==> src/rtl/wb_ddr_line_buffer_ctrl_pkg.sv <==
// Shared types and geometry for the Wishbone line-buffer controller.
// LINE_OFS and TAG_W describe the default 8-word line.
package wb_ddr_line_buffer_ctrl_pkg;

   localparam int ADDR_WIDTH_DEF = 3;
   localparam int LINE_OFS       = ADDR_WIDTH_DEF + 2;
   localparam int TAG_W          = 32 - LINE_OFS;

   typedef enum logic [2:0] {
      IDLE   = 3'd0,
      RD_ACK = 3'd1,
      WR_ACK = 3'd2,
      WB     = 3'd3,
      FILL   = 3'd4
   } state_t;

endpackage

==> src/rtl/wb_ddr_line_buffer_ctrl.sv <==
// Wishbone classic slave owning port A of the line buffer: one tagged line,
// hits served from the buffer, misses resolved via DDR writeback/fill requests.
//
// state  | meaning
// IDLE   | waiting for cyc&stb; decodes hit/miss, drives write hit enables
// RD_ACK | ack a read hit; buffer read data is valid this cycle
// WR_ACK | ack a write hit
// WB     | writeback of the dirty resident line requested from DDR engine
// FILL   | fill of the requested line requested from DDR engine
module wb_ddr_line_buffer_ctrl
   import wb_ddr_line_buffer_ctrl_pkg::*;
#(
   parameter int ADDR_WIDTH = ADDR_WIDTH_DEF
) (
   input  logic                  wb_clk_i,
   input  logic                  wb_rst_i,
   input  logic [31:0]           wb_adr_i,
   input  logic [31:0]           wb_dat_i,
   input  logic [3:0]            wb_sel_i,
   input  logic                  wb_we_i,
   input  logic                  wb_cyc_i,
   input  logic                  wb_stb_i,
   output logic [31:0]           wb_dat_o,
   output logic                  wb_ack_o,
   output logic [ADDR_WIDTH-1:0] buf_addr_o,
   output logic [3:0]            buf_we_o,
   output logic [31:0]           buf_dat_o,
   input  logic [31:0]           buf_dat_i,
   output logic                  line_req_o,
   output logic                  line_wb_o,
   output logic [31:0]           line_adr_o,
   input  logic                  line_done_i
);

   // Package geometry is for the default line; shift it when overridden.
   localparam int LOFS = LINE_OFS + ADDR_WIDTH - ADDR_WIDTH_DEF;
   localparam int TW   = TAG_W - (ADDR_WIDTH - ADDR_WIDTH_DEF);

   state_t          state;
   logic [TW-1:0]   tag;
   logic [TW-1:0]   fill_tag;
   logic [TW-1:0]   adr_tag;
   logic            valid;
   logic            dirty;
   logic            req;
   logic            hit;
   logic            unused_adr;

   assign adr_tag    = wb_adr_i[31:LOFS];
   assign req        = wb_cyc_i & wb_stb_i;
   assign hit        = valid && (tag == adr_tag);
   assign unused_adr = ^wb_adr_i[1:0];

   assign buf_addr_o = wb_adr_i[ADDR_WIDTH+1:2];
   assign buf_dat_o  = wb_dat_i;
   assign wb_dat_o   = buf_dat_i;

   // Byte enables go out in the same cycle the write hit is decoded.
   assign buf_we_o = (!wb_rst_i && state == IDLE && req && hit && wb_we_i) ? wb_sel_i : 4'b0000;

   always_ff @(posedge wb_clk_i) begin
      if (wb_rst_i) begin
         state      <= IDLE;
         valid      <= 1'b0;
         dirty      <= 1'b0;
         tag        <= '0;
         fill_tag   <= '0;
         wb_ack_o   <= 1'b0;
         line_req_o <= 1'b0;
         line_wb_o  <= 1'b0;
         line_adr_o <= '0;
      end else begin
         wb_ack_o <= 1'b0;
         case (state)
            IDLE: begin
               if (req) begin
                  if (hit) begin
                     wb_ack_o <= 1'b1;
                     if (wb_we_i) begin
                        if (wb_sel_i != 4'b0000) dirty <= 1'b1;
                        state <= WR_ACK;
                     end else begin
                        state <= RD_ACK;
                     end
                  end else begin
                     fill_tag   <= adr_tag;
                     line_req_o <= 1'b1;
                     if (valid && dirty) begin
                        line_wb_o  <= 1'b1;
                        line_adr_o <= {tag, {LOFS{1'b0}}};
                        state      <= WB;
                     end else begin
                        line_wb_o  <= 1'b0;
                        line_adr_o <= {adr_tag, {LOFS{1'b0}}};
                        state      <= FILL;
                     end
                  end
               end
            end
            RD_ACK, WR_ACK: state <= IDLE;
            WB: begin
               // Request stays up; only its kind and address change for the fill.
               if (line_done_i) begin
                  dirty      <= 1'b0;
                  line_wb_o  <= 1'b0;
                  line_adr_o <= {fill_tag, {LOFS{1'b0}}};
                  state      <= FILL;
               end
            end
            FILL: begin
               if (line_done_i) begin
                  tag        <= fill_tag;
                  valid      <= 1'b1;
                  dirty      <= 1'b0;
                  line_req_o <= 1'b0;
                  state      <= IDLE;
               end
            end
            default: state <= IDLE;
         endcase
      end
   end

endmodule
==> config.mk <==
export PLATFORM = sky130hd
export DESIGN_NAME = wb_ddr_line_buffer_ctrl
export DESIGN_NICKNAME = d
export VERILOG_FILES = /design/src/rtl/wb_ddr_line_buffer_ctrl_pkg.sv /design/src/rtl/wb_ddr_line_buffer_ctrl.sv
export SDC_FILE = /design/constraint.sdc
export NUM_CORES = 1
export LEC_CHECK = 0
export ABC_AREA = 1
export BUFFER_PORTS_ARGS = -buffer_cell sky130_fd_sc_hd__buf_2
export CAP_MARGIN = 20
export CORE_MARGIN = 4
export CORE_UTILIZATION = 35
export DETAILED_ROUTE_END_ITERATION = 16
export PLACE_DENSITY = 0.6
export SYNTH_ARGS = -nofsm -noshare
export SYNTH_HDL_FRONTEND = slang
export SYNTH_SLANG_ARGS = --single-unit
==> constraint.sdc <==
create_clock -name wb_clk_i -period 2 [get_ports wb_clk_i]
set_input_delay 0.3 -clock wb_clk_i [delete_from_list [all_inputs] [get_ports wb_clk_i]]
set_output_delay 0.3 -clock wb_clk_i [all_outputs]
set_load 0.02 [all_outputs]
Word-level counts from Yosys, hierarchy flattened --
Index checks and enable logic that the tools add are counted.
Cells by class: bitwise logic cells 4, mux-type cells 27, equal/unequal tests 11, reductions and logical operators 20
Operators with widths (number):
- $mux 32 | 4
- $pmux 32 s2 | 1
- $eq 27x27->1 | 1
- $mux 3 | 5
- $ne 2x2->1 const B | 6
- $mux 1 | 11
- $pmux 3 s3 | 1
- $reduce_and 4->1 | 2
- $logic_and 1x1->1 | 6
- $pmux 1 s2 | 3
- $reduce_and 3->1 | 2
- $reduce_and 6->1 | 1
- $reduce_bool 2->1 | 3
- $mux 4 | 1
- $ne 2x1->1 const B | 2
- $reduce_bool 4->1 | 1
- $eq 3x2->1 const B | 1
- $eq 3x3->1 const B | 1
- $logic_not 3->1 | 1
- $not 1->1 | 3
- $reduce_or 3->1 | 1
- $mux 2 | 1
- $reduce_and 2->1 | 1
- $reduce_or 2->1 | 1
- 2 further kinds | 2
Storage, ports and cells: register bits 94, input port bits 106, output and inout port bits 106, logic and storage cells 71

Longest topological paths before layout --
Gate-level depths: netlist of run 1.
depth after elaboration 6, gate-level depth with buffers 15, gate-level depth less buffers 14

Worst setup path after synthesis of run 1 --
Ideal clock, no wire load.
kind reg-to-output, from register tag[15], to output port buf_we_o[0], arrival time 1.516 ns, path slack 0.184 ns, path buffers 0, stages on the path, launching flop included 13, required time 1.700 ns, path through dfxtp_1 inv_2 nand2_1 nand2_1 inv_2 nand2_1 nor2_1 nand3_1 nor2_4 inv_1 nor3_2 nand2_1 nor2_1
On the way: longest elaborated chain between the ends 5
Ends and longest elaborated chain:
- start, declared | line wb_ddr_line_buffer_ctrl.sv:40 | logic [TW-1:0] tag;
- start signal, assigned | line wb_ddr_line_buffer_ctrl.sv:112 | tag <= fill_tag;
- $eq 27x27->1 | line wb_ddr_line_buffer_ctrl.sv:51 | assign hit = valid && (tag == adr_tag);
- $logic_and 1x1->1 | line wb_ddr_line_buffer_ctrl.sv:51
- $logic_and 1x1->1 (2 in series) | line wb_ddr_line_buffer_ctrl.sv:59 | assign buf_we_o = (!wb_rst_i && state == IDLE && req && hit && wb_we_i) ? wb_sel_i : 4'b0000;
- $mux 4 | line wb_ddr_line_buffer_ctrl.sv:59
- end, declared | line wb_ddr_line_buffer_ctrl.sv:26 | output logic [3:0] buf_we_o,
No other way between the ends.

Final worst setup path of run 1 --
from register tag[25], to output port buf_we_o[1]
Same word-level chain as after synthesis.

==> flow_metrics.py, run 1 <==
metrics = {
    "outcome": {
        "outcome": "complete, but fails checks",
        "failed_checks": "setup timing",
    },
    "logic_synthesis": {
        "syn-instance-count": 715,
        "post_synth_num_cell_types": 23,
        "synth-seq-area-share_pct": 36.93,
        "synth-seq-cells": 89,
        "synthesis.yosys.warnings": 0,
        "mappedNetlistArea_um2": 4825,
        "synthesis.area_per_instance_um2": 6.748,
    },
    "floorplanning": {
        "placementRows": 42,
        "dieHeight_um": 125.4,
        "initial_utilization_pct": 36.15,
        "core_area_um2": 13350,
        "dieArea_um2": 15730,
        "die_w_um": 125.4,
        "top_level_ports": 212,
    },
    "layout": {
        "final_net_count": 821,
        "area.growth.synth_to_final_pct": 10.63,
        "finish.utilization_pct": 39.99,
        "fillCellCount": 1440,
        "post-route-cell-area_um2": 5338,
        "insertedDiodeCount": 0,
        "drive_gt1_share_pct": 22.92,
    },
    "min_path": {
        "timing.hold.worst_path_depth": 3,
        "timing.hold.worst_endpoint": "fill_tag[16]",
        "hold_path.startpoint": "wb_adr_i[21]",
        "worst_min_delay_path_category": "in -> reg",
    },
    "sta": {
        "rsz_0062_raised_after_global_routing": "true",
        "worst_hold_slack_across_all_endpoints_ps": 229.8,
        "final.setup.worst_slack_ps": -194.4,
        "finalHoldViolCount": 0,
        "fin_worst_skew_ps": 6.310,
        "maxClockFrequency_mhz": 455.7,
        "min_period_over_period_pct": 109.7,
        "period_minus_slack_ps": 2194,
        "setup_viol": 4,
        "final-max-slew-violation-count": 0,
    },
    "route": {
        "totalWireLength_um": 12250,
        "postRouteAntennaNets": 0,
        "remaining_drc_errors": 0,
        "viasPerCell": 4.684,
        "wl_per_cell_um": 13.67,
        "drt_first_iter_violations": 254,
        "drt_pass1_iterations": 4,
        "detailroute.via_count": 4197,
    },
    "grt": {
        "grt-ovfl-total": 0,
        "antenna_found_initial": 1,
        "maximum_number_of_pins_on_one_net_before_global_route_repair": 57,
        "grt_pass1_wl_um": 19260,
        "first_global_vias": 3773,
        "grt_use_total_pct": 15.08,
    },
    "run": {
        "drv.max_cap_violation_count": 0,
    },
    "clock_network": {
        "tritoncts": "yes",
        "worstSkewPairLatency_ps": 340,
        "cts.clk_slew.worst_paths_ps": 60,
        "cts.root.buffer_cell": "sky130_fd_sc_hd__clkbuf_16",
        "ctsLongestPathBuffers": 2,
        "ctsHtreeMaxLevel": 3,
        "tritoncts_num_sinks": 89,
        "cts_inserted_buffers": 9,
    },
    "power_and_ir_drop": {
        "maximum_resistive_drop_on_vdd_uv": 435.8,
        "pwr-share-seq_pct": 46.2,
        "power.share.combinational_pct": 13.4,
        "power.static_leakage_nw": 2.637,
        "internal-power_mw": 3.074,
        "power.switching_mw": 1.122,
        "power.switching_fraction_pct": 26.73,
        "power_per_cell_area_nw_per_um2": 786.0,
        "clkPwrFrac_pct": 40.4,
        "p_total_mw": 4.195,
    },
    "critical_path": {
        "timing.critical_path.to_type": "output pin",
        "worst-r2r-setup-slack_ps": 130,
        "cp-start-kind": "register",
        "reg2reg_depth": 15,
        "crit-reg2reg-capture": "line_adr_o[29]",
        "timing.critical_path.fanout_max": 4,
        "worstSetupPathType": "reg -> out",
        "worstPathRequired_ps": 1700,
        "worstReg2RegStart": "tag[25]",
        "critical_path_arrival_ps": 1890,
    },
    "placed_design": {
        "placedInstanceArea_um2": 4862,
        "finalWeightedCongestion": 0.7877,
        "port-buffer-count": 70,
        "hpwl_dp_um": 8490,
    },
}
[Yosys cell counts]
master | n | area [um^2]
sky130_fd_sc_hd__a21oi_1 | 69 | 345.3
sky130_fd_sc_hd__buf_4 | 75 | 563.0
sky130_fd_sc_hd__xnor2_1 | 1 | 8.760
sky130_fd_sc_hd__nand3_1 | 17 | 85.08
sky130_fd_sc_hd__mux2i_1 | 19 | 190.2
sky130_fd_sc_hd__nor2_1 | 69 | 259.0
sky130_fd_sc_hd__buf_2 | 5 | 25.02
sky130_fd_sc_hd__nand4_1 | 1 | 6.260
sky130_fd_sc_hd__dfxtp_1 | 89 | 1782
sky130_fd_sc_hd__conb_1 | 1 | 3.750
sky130_fd_sc_hd__nor2_4 | 2 | 22.52
sky130_fd_sc_hd__nand2_1 | 183 | 686.9
sky130_fd_sc_hd__clkbuf_1 | 21 | 78.83
sky130_fd_sc_hd__buf_1 | 3 | 11.26
sky130_fd_sc_hd__buf_6 | 2 | 22.52
sky130_fd_sc_hd__a31oi_1 | 9 | 56.30
sky130_fd_sc_hd__nand2_4 | 1 | 11.26
sky130_fd_sc_hd__nor3_4 | 1 | 16.27
sky130_fd_sc_hd__o21ai_0 | 74 | 370.4
sky130_fd_sc_hd__nor3_2 | 1 | 10.01
sky130_fd_sc_hd__inv_1 | 62 | 232.7
sky130_fd_sc_hd__clkinv_1 | 1 | 3.750
sky130_fd_sc_hd__inv_2 | 9 | 33.78
[how the worst max path moves through the flow]
stage | start | to | slack (ps) | depth (start not counted)
global placement | wb_adr_i[11] | line_adr_o[29] | 10 | 14
finish | tag[25] | buf_we_o[1] | -190 | 13
detailed placement | wb_adr_i[11] | line_adr_o[29] | -7 | 14
floorplan | tag[15] | buf_we_o[0] | 180 | 12
CTS | tag[22] | buf_we_o[3] | -210 | 11
global route | tag[2] | buf_we_o[1] | -330 | 13
[registers in the layout, indices dropped and copies added, names as in the netlist]
name and flops:
fill_tag 27, line_adr_o 27, tag 27, state 3
dirty 1, line_req_o 1, line_wb_o 1, valid 1
wb_ack_o 1
[routing by layer]
metal / up-vias / wire, um / GRT usage, %
li1: 2185 / - / -
met1: 1879 / 5915 / 20.70
met2: 88 / 5272 / 22.62
met3: 43 / 621 / 2.516
met4: 2 / 430 / 8.099
met5: - / 7 / 0
[logic make-up (layout without fill, tap and decap cells)]
| group | count (synthesis) | in the layout | synth area share, % |
|---|---|---|---|
| simple gates | 275 | 277 | 22.74 |
| buf+inv | 178 | 177 | 20.12 |
| compound gates | 152 | 152 | 16.00 |
| flops | 89 | 89 | 36.93 |
| mux | 19 | 19 | 3.942 |
| other cells | 1 | 5 | 0.07773 |
| xor+xnor | 1 | 1 | 0.1816 |
[power groups by stage]
stage / Clock [mW] / Sequential (mW) / Combinational, mW
global placement: 0 / 1.97 / 0.530
global route: 1.81 / 1.95 / 0.638
CTS: 1.73 / 1.94 / 0.541
finish: 1.69 / 1.94 / 0.561
detailed placement: 0 / 1.97 / 0.534
floorplan: 0 / 2.01 / 0.519
[worst max-delay path: stages (launching register included)]
cell and delay [ps]:
sky130_fd_sc_hd__dfxtp_2 340, sky130_fd_sc_hd__inv_2 40, sky130_fd_sc_hd__nand2_2 50, sky130_fd_sc_hd__nand2_1 50, sky130_fd_sc_hd__nor2_1 120, sky130_fd_sc_hd__nand2_1 60, sky130_fd_sc_hd__nor2_1 90, sky130_fd_sc_hd__nand2_1 100
sky130_fd_sc_hd__nor2_4 140, sky130_fd_sc_hd__inv_2 60, sky130_fd_sc_hd__nor3_4 130, sky130_fd_sc_hd__nand2_2 110, sky130_fd_sc_hd__nor2_1 110, sky130_fd_sc_hd__buf_4 150
[metrics by stage]
stage                     TNS, ps  instances  setup slack, ps
after CTS                  -770.0        892           -205.1
final                      -726.7        896           -194.4
after global routing        -1217        896           -333.9
after floorplan                 0        719            183.9
after detailed placement   -14.74        873           -7.453
after global placement          0        873            9.543
[final cells by class]
class / instances / area, um^2 / area share, %
Sequential cell: 89 / 1803 / 33.78
Multi-Input combinational cell: 454 / 2187 / 40.98
Clock buffer: 10 / 239.0 / 4.477
Inverter: 72 / 275.3 / 5.157
Timing Repair Buffer: 89 / 555.5 / 10.41
Clock inverter: 6 / 57.56 / 1.078
Tap cell: 176 / 220.2 / 4.126
[placed cells by master, fill, tap and decap left out, drive strengths merged]
master / count
bufinv: 1
a21oi: 69
inv: 71
o21ai: 74
nor2: 71
clkinvlp: 1
mux2i: 19
conb: 5
nand3: 17
buf: 89
clkbuf: 10
clkinv: 5
dfxtp: 89
nor3: 2
nand2: 186
a31oi: 9
xnor2: 1
nand4: 1
[timing repair]
| item | in CTS | in global routing |
|---|---|---|
| gates cloned | 0 | 2 |
| hold buffers | 0 | 0 |
| resized for setup | 24 | 31 |
| setup buffers | 3 | 2 |
| pin swaps | 6 | 16 |
| endpoints found under the setup margin | 4 | 49 |
Power figures use the tool's default switching activity.
==> inputs of run 2 (changes only) <==
clock period = 2.8 ns   (was 2 ns; I/O delays follow)
==> run 2 against run 1 <==
Net effect:
- the run now ends clean
- final cell count shrank 1.7%
- die area is the same
- global-route usage shrank 0.36 points
- hold slack gained 110 ps
- non-clock buffer count shrank 12
- sequential cell count is the same
- sequential power shrank 29%
- combinational power shrank 34%
- clock skew grew 1.1 ps
- critical endpoint is now buf_we_o[2]
==> flow_metrics.py, run 2 (same netlist as run 1, synthesis figures left out) <==
metrics = {
    "layout": {
        "finish.utilization_pct": 37.97,
        "fin_cells": 881,
        "insertedDiodeCount": 0,
        "post-route-cell-area_um2": 5069,
        "final_net_count": 807,
        "fillCellCount": 1482,
        "area.growth.synth_to_final_pct": 5.057,
        "drive_gt1_share_pct": 15.18,
        "reg.largest.list": "fill_tag: 27 flops, line_adr_o: 27 flops, tag: 27 flops",
        "final_cell_mix": "sky130_fd_sc_hd__nand2_1, sky130_fd_sc_hd__dfxtp_1, sky130_fd_sc_hd__o21ai_0",
        "layout_commonest_cell": "sky130_fd_sc_hd__nand2_1",
    },
    "placed_design": {
        "hpwl_dp_um": 8209,
        "dp_slack_ps": 401.4,
        "port-buffer-count": 70,
        "placedInstanceArea_um2": 4772,
        "numPlacedInstances": 866,
        "finalWeightedCongestion": 0.7851,
    },
    "sta": {
        "finalHoldViolCount": 0,
        "fin_worst_skew_ps": 7.416,
        "final-max-slew-violation-count": 0,
        "rsz_0062_raised_after_global_routing": "false",
        "worst_slew_pin_slew_ps": 549.7,
        "worst_hold_slack_across_all_endpoints_ps": 336.9,
        "period_minus_slack_ps": 2536,
        "final.setup.worst_slack_ps": 263.8,
        "fin_tns_setup_ps": 0,
        "maxClockFrequency_mhz": 394.3,
        "min_period_over_period_pct": 90.58,
        "worst_slew_margin_rel_pct": 63.35,
        "setup_viol": 0,
    },
    "route": {
        "viasPerCell": 4.607,
        "wl_per_cell_um": 13.20,
        "drt_first_iter_violations": 324,
        "postRouteAntennaNets": 0,
        "totalWireLength_um": 11630,
        "remaining_drc_errors": 0,
        "drt_pass1_iterations": 5,
        "detailroute.via_count": 4059,
    },
    "critical_path": {
        "worst-r2r-setup-slack_ps": 700,
        "worstReg2RegStart": "tag[10]",
        "critical_path_arrival_ps": 2120,
        "reg2reg_depth": 14,
        "timing.critical_path.to_type": "output pin",
        "timing.critical_path.fanout_max": 5,
        "worstPathRequired_ps": 2380,
        "cp-start-kind": "register",
        "worstSetupPathType": "reg -> out",
        "crit-reg2reg-capture": "line_adr_o[28]",
    },
    "power_and_ir_drop": {
        "internal-power_mw": 2.201,
        "power.static_leakage_nw": 2.527,
        "power.switching_fraction_pct": 25.88,
        "pwr-share-seq_pct": 46.5,
        "power.switching_mw": 0.7687,
        "maximum_resistive_drop_on_vdd_uv": 298.4,
        "clkPwrFrac_pct": 41.0,
        "power_per_cell_area_nw_per_um2": 586.0,
        "p_total_mw": 2.970,
        "power.share.combinational_pct": 12.5,
    },
    "grt": {
        "first_global_vias": 3629,
        "grt-ovfl-total": 0,
        "maximum_number_of_pins_on_one_net_before_global_route_repair": 57,
        "grt_use_total_pct": 14.72,
        "grt_pass1_wl_um": 18760,
        "antenna_found_initial": 1,
    },
    "min_path": {
        "worst_min_delay_path_category": "in -> reg",
        "hold_path.startpoint": "wb_adr_i[21]",
        "timing.hold.worst_endpoint": "fill_tag[16]",
        "timing.hold.worst_path_depth": 3,
    },
    "clock_network": {
        "cts_resized": 0,
        "worstSkewPairLatency_ps": 340,
        "cts-hold-fix-buffers": 0,
        "tritoncts": "yes",
        "ctsLongestPathBuffers": 2,
        "postCtsSetupBuffers": 0,
        "cts_inserted_buffers": 9,
        "ctsHtreeMaxLevel": 3,
        "cts.root.buffer_cell": "sky130_fd_sc_hd__clkbuf_16",
        "cts.clk_slew.worst_paths_ps": 60,
        "tritoncts_num_sinks": 89,
    },
    "floorplanning": {
        "dieArea_um2": 15730,
        "core_area_um2": 13350,
        "top_level_ports": 212,
        "initial_utilization_pct": 36.15,
        "placementRows": 42,
        "dieHeight_um": 125.4,
        "die_w_um": 125.4,
    },
    "outcome": {
        "outcome": "complete, no violations",
    },
    "run": {
        "drv.max_cap_violation_count": 0,
    },
}
==> run 2: cell count changes in the layout (fill, tap and decap cells not counted), sizes merged <==
cell	previous run	this run
clkinvlp	1	0
nand2	186	184
clkbuf	10	12
buf	89	77
clkinv	5	3
==> run 2: power groups by stage <==
stage | Sequential, mW | Clock (mW) | Combinational [mW]
floorplan | 1.43 | 0 | 0.371
detailed placement | 1.41 | 0 | 0.373
global route | 1.39 | 1.31 | 0.425
finish | 1.38 | 1.22 | 0.370
global placement | 1.41 | 0 | 0.370
CTS | 1.38 | 1.25 | 0.375
==> run 2: layout make-up <==
| class | count | area [um^2] | share of cell area, % |
|---|---|---|---|
| Tap cell | 176 | 220.2 | 4.345 |
| Clock inverter | 3 | 40.04 | 0.7899 |
| Multi-Input combinational cell | 452 | 2097 | 41.37 |
| Timing Repair Buffer | 77 | 402.9 | 7.949 |
| Sequential cell | 89 | 1782 | 35.15 |
| Inverter | 72 | 270.3 | 5.332 |
| Clock buffer | 12 | 256.5 | 5.060 |
==> run 2: worst max path at each step <==
stage | slack [ps] | from | depth (start not counted) | endpoint
2_1_floorplan | 790 | wb_adr_i[12] | 12 | buf_we_o[0]
3_3_place_gp | 420 | wb_adr_i[13] | 11 | buf_we_o[2]
3_5_place_dp | 400 | wb_adr_i[13] | 11 | buf_we_o[2]
4_1_cts | 230 | tag[10] | 13 | buf_we_o[2]
5_1_grt | 110 | tag[10] | 13 | buf_we_o[2]
6_report | 260 | tag[10] | 13 | buf_we_o[2]
==> run 2: critical path, cell delays in order, from the launching register on <==
cell and delay (ps):
sky130_fd_sc_hd__dfxtp_1 360, sky130_fd_sc_hd__inv_1 60, sky130_fd_sc_hd__nand2_1 50, sky130_fd_sc_hd__nand2_1 40, sky130_fd_sc_hd__nor2_1 150, sky130_fd_sc_hd__nand2_1 70
sky130_fd_sc_hd__nor2_1 110, sky130_fd_sc_hd__nand2_1 100, sky130_fd_sc_hd__nor2_4 180, sky130_fd_sc_hd__inv_1 110, sky130_fd_sc_hd__nor3_2 140, sky130_fd_sc_hd__nand2_1 130
sky130_fd_sc_hd__nor2_1 100, sky130_fd_sc_hd__buf_2 170
==> run 2: metal layers <==
| metal | global-route usage [%] | up-vias | share of wire (%) |
|---|---|---|---|
| met3 | 2.345 | 37 | 6.3 |
| met4 | 7.653 | 2 | 2.9 |
| met5 | 0 | - | 0.11 |
| li1 | - | 2151 | - |
| met1 | 21.04 | 1756 | 48 |
| met2 | 21.29 | 113 | 42 |
